==> src/rtl/hilo_unit_if.sv <==
// Handshake and data bundle between control/multiplier and the HI/LO sequencer.
// master drives the request side; slave is the hilo_unit itself.
interface hilo_unit_if;
  logic        MulStart;
  logic [64:0] Produto;
  logic        EndMulFlag;
  logic        HiWrite;
  logic        LoWrite;
  logic [31:0] WriteData;
  logic        ReadSel;
  logic [31:0] ReadData;
  logic [31:0] Hi;
  logic [31:0] Lo;
  logic        MulBusy;
  logic        MulDone;
  logic        MulTimeout;

  modport master (
    output MulStart, Produto, EndMulFlag, HiWrite, LoWrite, WriteData, ReadSel,
    input  ReadData, Hi, Lo, MulBusy, MulDone, MulTimeout
  );

  modport slave (
    input  MulStart, Produto, EndMulFlag, HiWrite, LoWrite, WriteData, ReadSel,
    output ReadData, Hi, Lo, MulBusy, MulDone, MulTimeout
  );
endinterface

==> src/rtl/hilo_unit.sv <==
// MULT result sequencer: waits out the multiplier's stale completion flag, captures
// the 64-bit product into HI/LO, and serves MTHI/MTLO/MFHI/MFLO.
module hilo_unit #(
  parameter int unsigned TIMEOUT = 40
) (
  input  logic       Clk,
  input  logic       Reset_n,
  hilo_unit_if.slave bus
);

  typedef enum logic [1:0] {IDLE, ARM, WAIT} state_t;

  localparam logic [6:0] TMO_CNT = 7'(TIMEOUT);
  localparam logic [6:0] CNT_MAX = 7'd127;

  state_t      state_q, state_d;
  logic [6:0]  cnt_q, cnt_d, cnt_inc;
  logic [31:0] hi_q, hi_d;
  logic [31:0] lo_q, lo_d;
  logic        done_q, done_d;
  logic        tmo_q, tmo_d;
  logic        prod_unused;

  assign prod_unused = bus.Produto[64];
  assign cnt_inc     = (cnt_q == CNT_MAX) ? CNT_MAX : cnt_q + 7'd1;

  always_comb begin
    state_d = state_q;
    cnt_d   = cnt_q;
    hi_d    = hi_q;
    lo_d    = lo_q;
    done_d  = 1'b0;
    tmo_d   = tmo_q;
    case (state_q)
      IDLE: begin
        if (bus.HiWrite) hi_d = bus.WriteData;
        if (bus.LoWrite) lo_d = bus.WriteData;
        if (bus.MulStart) begin
          state_d = ARM;
          cnt_d   = 7'd0;
        end
      end
      ARM, WAIT: begin
        cnt_d = cnt_inc;
        // A capture landing on the same edge as the timeout wins.
        if (state_q == WAIT && bus.EndMulFlag) begin
          hi_d    = bus.Produto[63:32];
          lo_d    = bus.Produto[31:0];
          done_d  = 1'b1;
          state_d = IDLE;
        end else if (cnt_inc == TMO_CNT) begin
          tmo_d   = 1'b1;
          state_d = IDLE;
        end else if (state_q == ARM && !bus.EndMulFlag) begin
          state_d = WAIT;
        end
      end
      default: state_d = IDLE;
    endcase
  end

  always_ff @(posedge Clk or negedge Reset_n) begin
    if (!Reset_n) begin
      state_q <= IDLE;
      cnt_q   <= 7'd0;
      hi_q    <= 32'd0;
      lo_q    <= 32'd0;
      done_q  <= 1'b0;
      tmo_q   <= 1'b0;
    end else begin
      state_q <= state_d;
      cnt_q   <= cnt_d;
      hi_q    <= hi_d;
      lo_q    <= lo_d;
      done_q  <= done_d;
      tmo_q   <= tmo_d;
    end
  end

  assign bus.Hi         = hi_q;
  assign bus.Lo         = lo_q;
  assign bus.ReadData   = bus.ReadSel ? hi_q : lo_q;
  assign bus.MulBusy    = (state_q != IDLE);
  assign bus.MulDone    = done_q;
  assign bus.MulTimeout = tmo_q;

endmodule

==> src/flat_wrapper.sv <==
// flat-port wrapper written by rule: the top's interface ports become plain ports
module hilo_unit_flat 
#(
  parameter int unsigned TIMEOUT = 40
)
  (Clk, Reset_n, bus_MulStart, bus_Produto, bus_EndMulFlag, bus_HiWrite, bus_LoWrite, bus_WriteData, bus_ReadSel, bus_ReadData, bus_Hi, bus_Lo, bus_MulBusy, bus_MulDone, bus_MulTimeout);
  hilo_unit_if bus_i ();
  input  logic Clk;
  input  logic Reset_n;
  input wire logic [$bits(bus_i.MulStart)-1:0] bus_MulStart;
  input wire logic [$bits(bus_i.Produto)-1:0] bus_Produto;
  input wire logic [$bits(bus_i.EndMulFlag)-1:0] bus_EndMulFlag;
  input wire logic [$bits(bus_i.HiWrite)-1:0] bus_HiWrite;
  input wire logic [$bits(bus_i.LoWrite)-1:0] bus_LoWrite;
  input wire logic [$bits(bus_i.WriteData)-1:0] bus_WriteData;
  input wire logic [$bits(bus_i.ReadSel)-1:0] bus_ReadSel;
  output wire logic [$bits(bus_i.ReadData)-1:0] bus_ReadData;
  output wire logic [$bits(bus_i.Hi)-1:0] bus_Hi;
  output wire logic [$bits(bus_i.Lo)-1:0] bus_Lo;
  output wire logic [$bits(bus_i.MulBusy)-1:0] bus_MulBusy;
  output wire logic [$bits(bus_i.MulDone)-1:0] bus_MulDone;
  output wire logic [$bits(bus_i.MulTimeout)-1:0] bus_MulTimeout;
  assign bus_i.MulStart = bus_MulStart;
  assign bus_i.Produto = bus_Produto;
  assign bus_i.EndMulFlag = bus_EndMulFlag;
  assign bus_i.HiWrite = bus_HiWrite;
  assign bus_i.LoWrite = bus_LoWrite;
  assign bus_i.WriteData = bus_WriteData;
  assign bus_i.ReadSel = bus_ReadSel;
  assign bus_ReadData = bus_i.ReadData;
  assign bus_Hi = bus_i.Hi;
  assign bus_Lo = bus_i.Lo;
  assign bus_MulBusy = bus_i.MulBusy;
  assign bus_MulDone = bus_i.MulDone;
  assign bus_MulTimeout = bus_i.MulTimeout;
  hilo_unit #(.TIMEOUT(TIMEOUT)) u_core (.Clk(Clk), .Reset_n(Reset_n), .bus(bus_i));
endmodule
==> config.mk <==
export PLATFORM = sky130hd
export DESIGN_NAME = hilo_unit_flat
export DESIGN_NICKNAME = d
export VERILOG_FILES = /design/src/rtl/hilo_unit_if.sv /design/src/rtl/hilo_unit.sv /design/src/flat_wrapper.sv
export SDC_FILE = /design/constraint.sdc
export NUM_CORES = 1
export LEC_CHECK = 0
export ABC_AREA = 0
export ABC_CLOCK_PERIOD_IN_PS = 3220
export BUFFER_PORTS_ARGS = -buffer_cell sky130_fd_sc_hd__buf_2
export CORE_MARGIN = 2
export CORE_UTILIZATION = 46
export DETAILED_ROUTE_END_ITERATION = 8
export PLACE_DENSITY = 0.9
export SLEW_MARGIN = 20
export SYNTH_ARGS = -nofsm -noshare
export SYNTH_HDL_FRONTEND = slang
export SYNTH_SLANG_ARGS = --single-unit
==> constraint.sdc <==
create_clock -name Clk -period 3.22 [get_ports Clk]
set_clock_uncertainty 0.15 [all_clocks]
set_input_delay 0.966 -clock Clk [delete_from_list [all_inputs] [get_ports Clk]]
set_output_delay 0.966 -clock Clk [all_outputs]
set_load 0.03 [all_outputs]
# After elaboration in Yosys (flattened, before gate mapping)
# Index checks and enable logic that the tools add are counted.
[totals]
n_memories = 0
input_bits = 104
mem_bits_rw = 0
ff_bits = 75
romBits = 0
elab_cells = 46
latch_bits = 0
[classes]
n_div = 0
bitwise_logic = 1
n_shift = 0
reduce_logical = 12
addsub = 1
n_eq_ne = 9
n_lt_le_gt_ge = 0
multipliers = 0
n_mux = 17
[op_table]
columns = ["op", "n"]
rows = [
  ["$mux 32", 5],
  ["$pmux 32 s2", 2],
  ["$mux 7", 2],
  ["$pmux 7 s2", 1],
  ["$reduce_and 3->1", 3],
  ["$mux 2", 4],
  ["$add 7x1->7 const B", 1],
  ["$eq 7x6->1 const B", 1],
  ["$eq 7x7->1 const B", 1],
  ["$ne 2x2->1 const B", 3],
  ["$ne 4x1->1 const B", 1],
  ["$pmux 2 s2", 1],
  ["$reduce_and 2->1", 2],
  ["$reduce_bool 2->1", 2],
  ["$eq 2x1->1 const B", 1],
  ["$eq 2x2->1 const B", 1],
  ["$logic_and 1x1->1", 2],
  ["$logic_not 2->1", 1],
  ["$mux 1", 2],
  ["$ne 2x1->1 const B", 1],
  ["$reduce_or 2->1", 1],
  ["$logic_not 1->1", 1],
  ["$not 1->1", 1],
]

# Depth between registers and ports, before layout
[logic_depth]
word_depth = 6
mapped_depth = 8

# Worst setup path before layout
# No wires, ideal clock.
[synth_timing]
kind = "input port to output port"
start = "input bus_ReadSel"
end = "output bus_ReadData[21]"
path_slack_ns = 0.137
arrival_ns = 1.967
n_path_buf = 2
cell_stages = 3
cell_sequence = "clkbuf_1 > buf_1 > mux2_1"
[synth_between]
elab_chain_len = 1
[synth_rtl]
columns = ["item", "line", "text"]
rows = [
  ["from (decl)", "flat_wrapper.sv:16", "input wire logic [$bits(bus_i.ReadSel)-1:0] bus_ReadSel;"],
  ["$mux 32", "hilo_unit.sv:82", "assign bus.ReadData = bus.ReadSel ? hi_q : lo_q;"],
  ["to (decl)", "flat_wrapper.sv:17", "output wire logic [$bits(bus_i.ReadData)-1:0] bus_ReadData;"],
]
# Every way passes these cells.

# Worst setup path after layout
[layout_timing]
start = "input bus_ReadSel"
end = "output bus_ReadData[2]"
# The elaborated chain is that of the path after synthesis.

==> flow_summary.yaml <==
die:
  pin_count: 203
  die_area_um2: 9319
  start_util_pct: 47.70
  die_w_um: 96.54
  design.core.area_um2: 8258
  placementRows: 33
  die_h_um: 96.54
clock_network:
  cts_hold_buf: 0
  cts_tree: "built"
  clockBufferDepth: 2
  worst_setup_hold_path_clk_slew_ns: 0.07
  htreeDepth: 3
  cts.repair.resized: 0
  insertion_delay_ns: 0.34
  numCtsBuffers: 9
  clock-root-buffer: "clkbuf_8"
  postCtsSetupRepairBufs: 0
  cts.sinks: 75
synthesis:
  seq_area_frac_synth_pct: 47.65
  synth_edf_count: 0
  syn_area_um2: 3939
  synth-main-ff-cell: "dfrtp_1"
  syn_avg_cell_area_um2: 9.076
  synth_top_area_share_pct: 47.65
  ys_seq_elements: 75
  synthDistinctLibCells: 39
  postSynthCellCount: 434
  yosysTopAreaCell: "dfrtp_1"
  synth_nets: 543
  synthTopCellsByArea: "dfrtp_1 (48%), a21oi_1 (17%), mux2_2 (8.3%)"
  async_flop_share_pct: 100.0
  ys_warn_count: 0
critical_path:
  crit_top_cell: "buf_2"
  worstPathCellList: "buf_2 > buf_12 > mux2_2 > buf_2"
  slowest_delay_ns: 0.36
  critPathArrivalTime_ns: 1.85
  crit_fanout: 32
  cp_data_required_time_ns: 2.10
  critPathSlowestCell: "mux2_2"
  worstRegToRegCells: 7
  path_buf_inv: 3
  path_class: "primary input to primary output"
  cp_num_cells: 4
  start_kind: "primary input"
  critical-path-top-delay-family: "buffers and inverters"
  cp-end-kind: "primary output"
  r2r_slack_ns: 0.91
drt:
  vias: 3890
  route.detailed.drc: 0
  vias_per_cell: 5.314
  first_pass_iters: 5
  totalWireLength_um: 10820
  final_antenna_net_count: 0
  post_drt_wl_per_cell_um: 14.78
  drt-initial-drc-count: 152
placement:
  port_buffers: 201
  dp_hpwl_um: 7957
  gp_congestion: 0.8167
timing:
  post-route-period-util_pct: 92.15
  finalSetupViolations: 0
  min_period_ns: 2.967
  timing.hold.ws_ns: 0.3330
  tns_ns: 0
  slew-limit-headroom_pct: 37.07
  report.final.slew_viol_count: 0
  hold_violations: 0
  rsz0062_at_grt: "false"
  tightestPinTransition_ns: 0.9439
  max_freq_mhz: 337.0
global_routing:
  gr-total-overflow: 0
  grtUsageMet3_pct: 5.663
  grt_pass1_wl_um: 16060
  grt_max_degree: 76
  grt_usage_pct: 22.16
  grt_pass1_vias: 3634
  busiest_layer: "met2"
  use_met1_pct: 25.19
  grt_util_met2_pct: 40.05
  antenna_found_initial: 0
cells_and_area:
  mostFrequentLayoutCells: "buf_2 (200), a21oi_1 (135), dfrtp_1 (75), nor2_1 (68), nor2b_1 (35)"
  num_antenna_cells: 0
  nets: 732
  syn2layout_area_growth_pct: 32.50
  final_common_cell: "buf_2"
  layout-drive-gt1-share_pct: 41.47
worst_hold_path:
  whs_path_depth: 1
  hold_class: "flip-flop to flip-flop"
power:
  power_density_nw_per_um2: 1358
  power.leakage_nw: 2.472
  ir_drop_mv: 0.6488
outcome:
  run_status: "complete, no violations"
job:
  drv_cap: 0
## layer usage
metal	vias up	wire length, µm	share of wire, %
met5	-	0	0
met4	0	178	1.6
met3	19	746	6.9
met2	157	5511	51
met1	1823	4383	41
li1	1891	-	-
## synth_stat cells (2+ instances only)
library cell and number:
o21ai_1 9, buf_2 6, mux2_1 3, mux2_2 29, mux2i_1 2, nor2b_1 35, inv_1 5, and3_1 2
clkbuf_1 19, buf_1 3, nor2_1 69, a21oi_1 135, a21o_1 2, ha_1 5, a31oi_1 2, nand2b_1 2
nand2_1 9, nand3_1 2, dfrtp_1 75
## state kept, by name (all words and copies together), names as in the netlist
| name | count |
|---|---|
| u_core.bus.Lo | 32 |
| u_core.state_q | 2 |
| u_core.bus.MulTimeout | 1 |
| u_core.bus.Hi | 32 |
| u_core.cnt_q | 7 |
| u_core.bus.MulDone | 1 |
## stage by stage
stage,util [%],std cells,worst slack [ns],area (µm²),power (mW)
after global routing,63.20,732,0.2210,5219,7.645
after global placement,61.17,717,0.2551,5051,6.288
after CTS,63.20,732,0.2374,5219,7.115
after detailed placement,61.17,717,0.2449,5051,6.471
final,63.20,732,0.2528,5219,7.088
after floorplan,-,434,0.1372,3939,5.183
## cells by family after synthesis
| kind of cell | share of synthesized area [%] |
|---|---|
| compound gates | 21.51 |
| xor+xnor | 0.2224 |
| fa+ha+maj | 1.588 |
| buf+inv | 3.621 |
| flops | 47.65 |
| mux | 9.657 |
| simple gates | 15.76 |
## final timing paths
path / to / from
max: bus_ReadData[2] / bus_ReadSel
min: u_core.bus.MulTimeout / u_core.bus.MulTimeout
max reg2reg: u_core.bus.Lo[21] / u_core.state_q[0]
min reg2reg: u_core.bus.MulTimeout / u_core.bus.MulTimeout
max in group asynchronous: u_core.bus.Lo[14] / Reset_n
min in group asynchronous: u_core.bus.Lo[23] / Reset_n
## power breakdown
part | total (mW) | internal (mW) | switching, mW | leakage, nW
sequential | 1.80 | 1.43 | 0.363 | 0.867
combinational | 4.66 | 1.47 | 3.19 | 1.52
clock | 0.635 | 0.292 | 0.343 | 0.0839
## cell type report
| type | instances | area, µm² |
|---|---|---|
| fill | 717 | 3039 |
| inverter | 5 | 18.77 |
| clock buffer | 10 | 137.6 |
| clock inverter | 5 | 30.03 |
| sequential | 75 | 1877 |
| tap | 105 | 131.4 |
| multi-input combinational | 325 | 1946 |
| timing repair buffer | 207 | 1079 |
No activity file was read; power rests on OpenSTA's default activity.
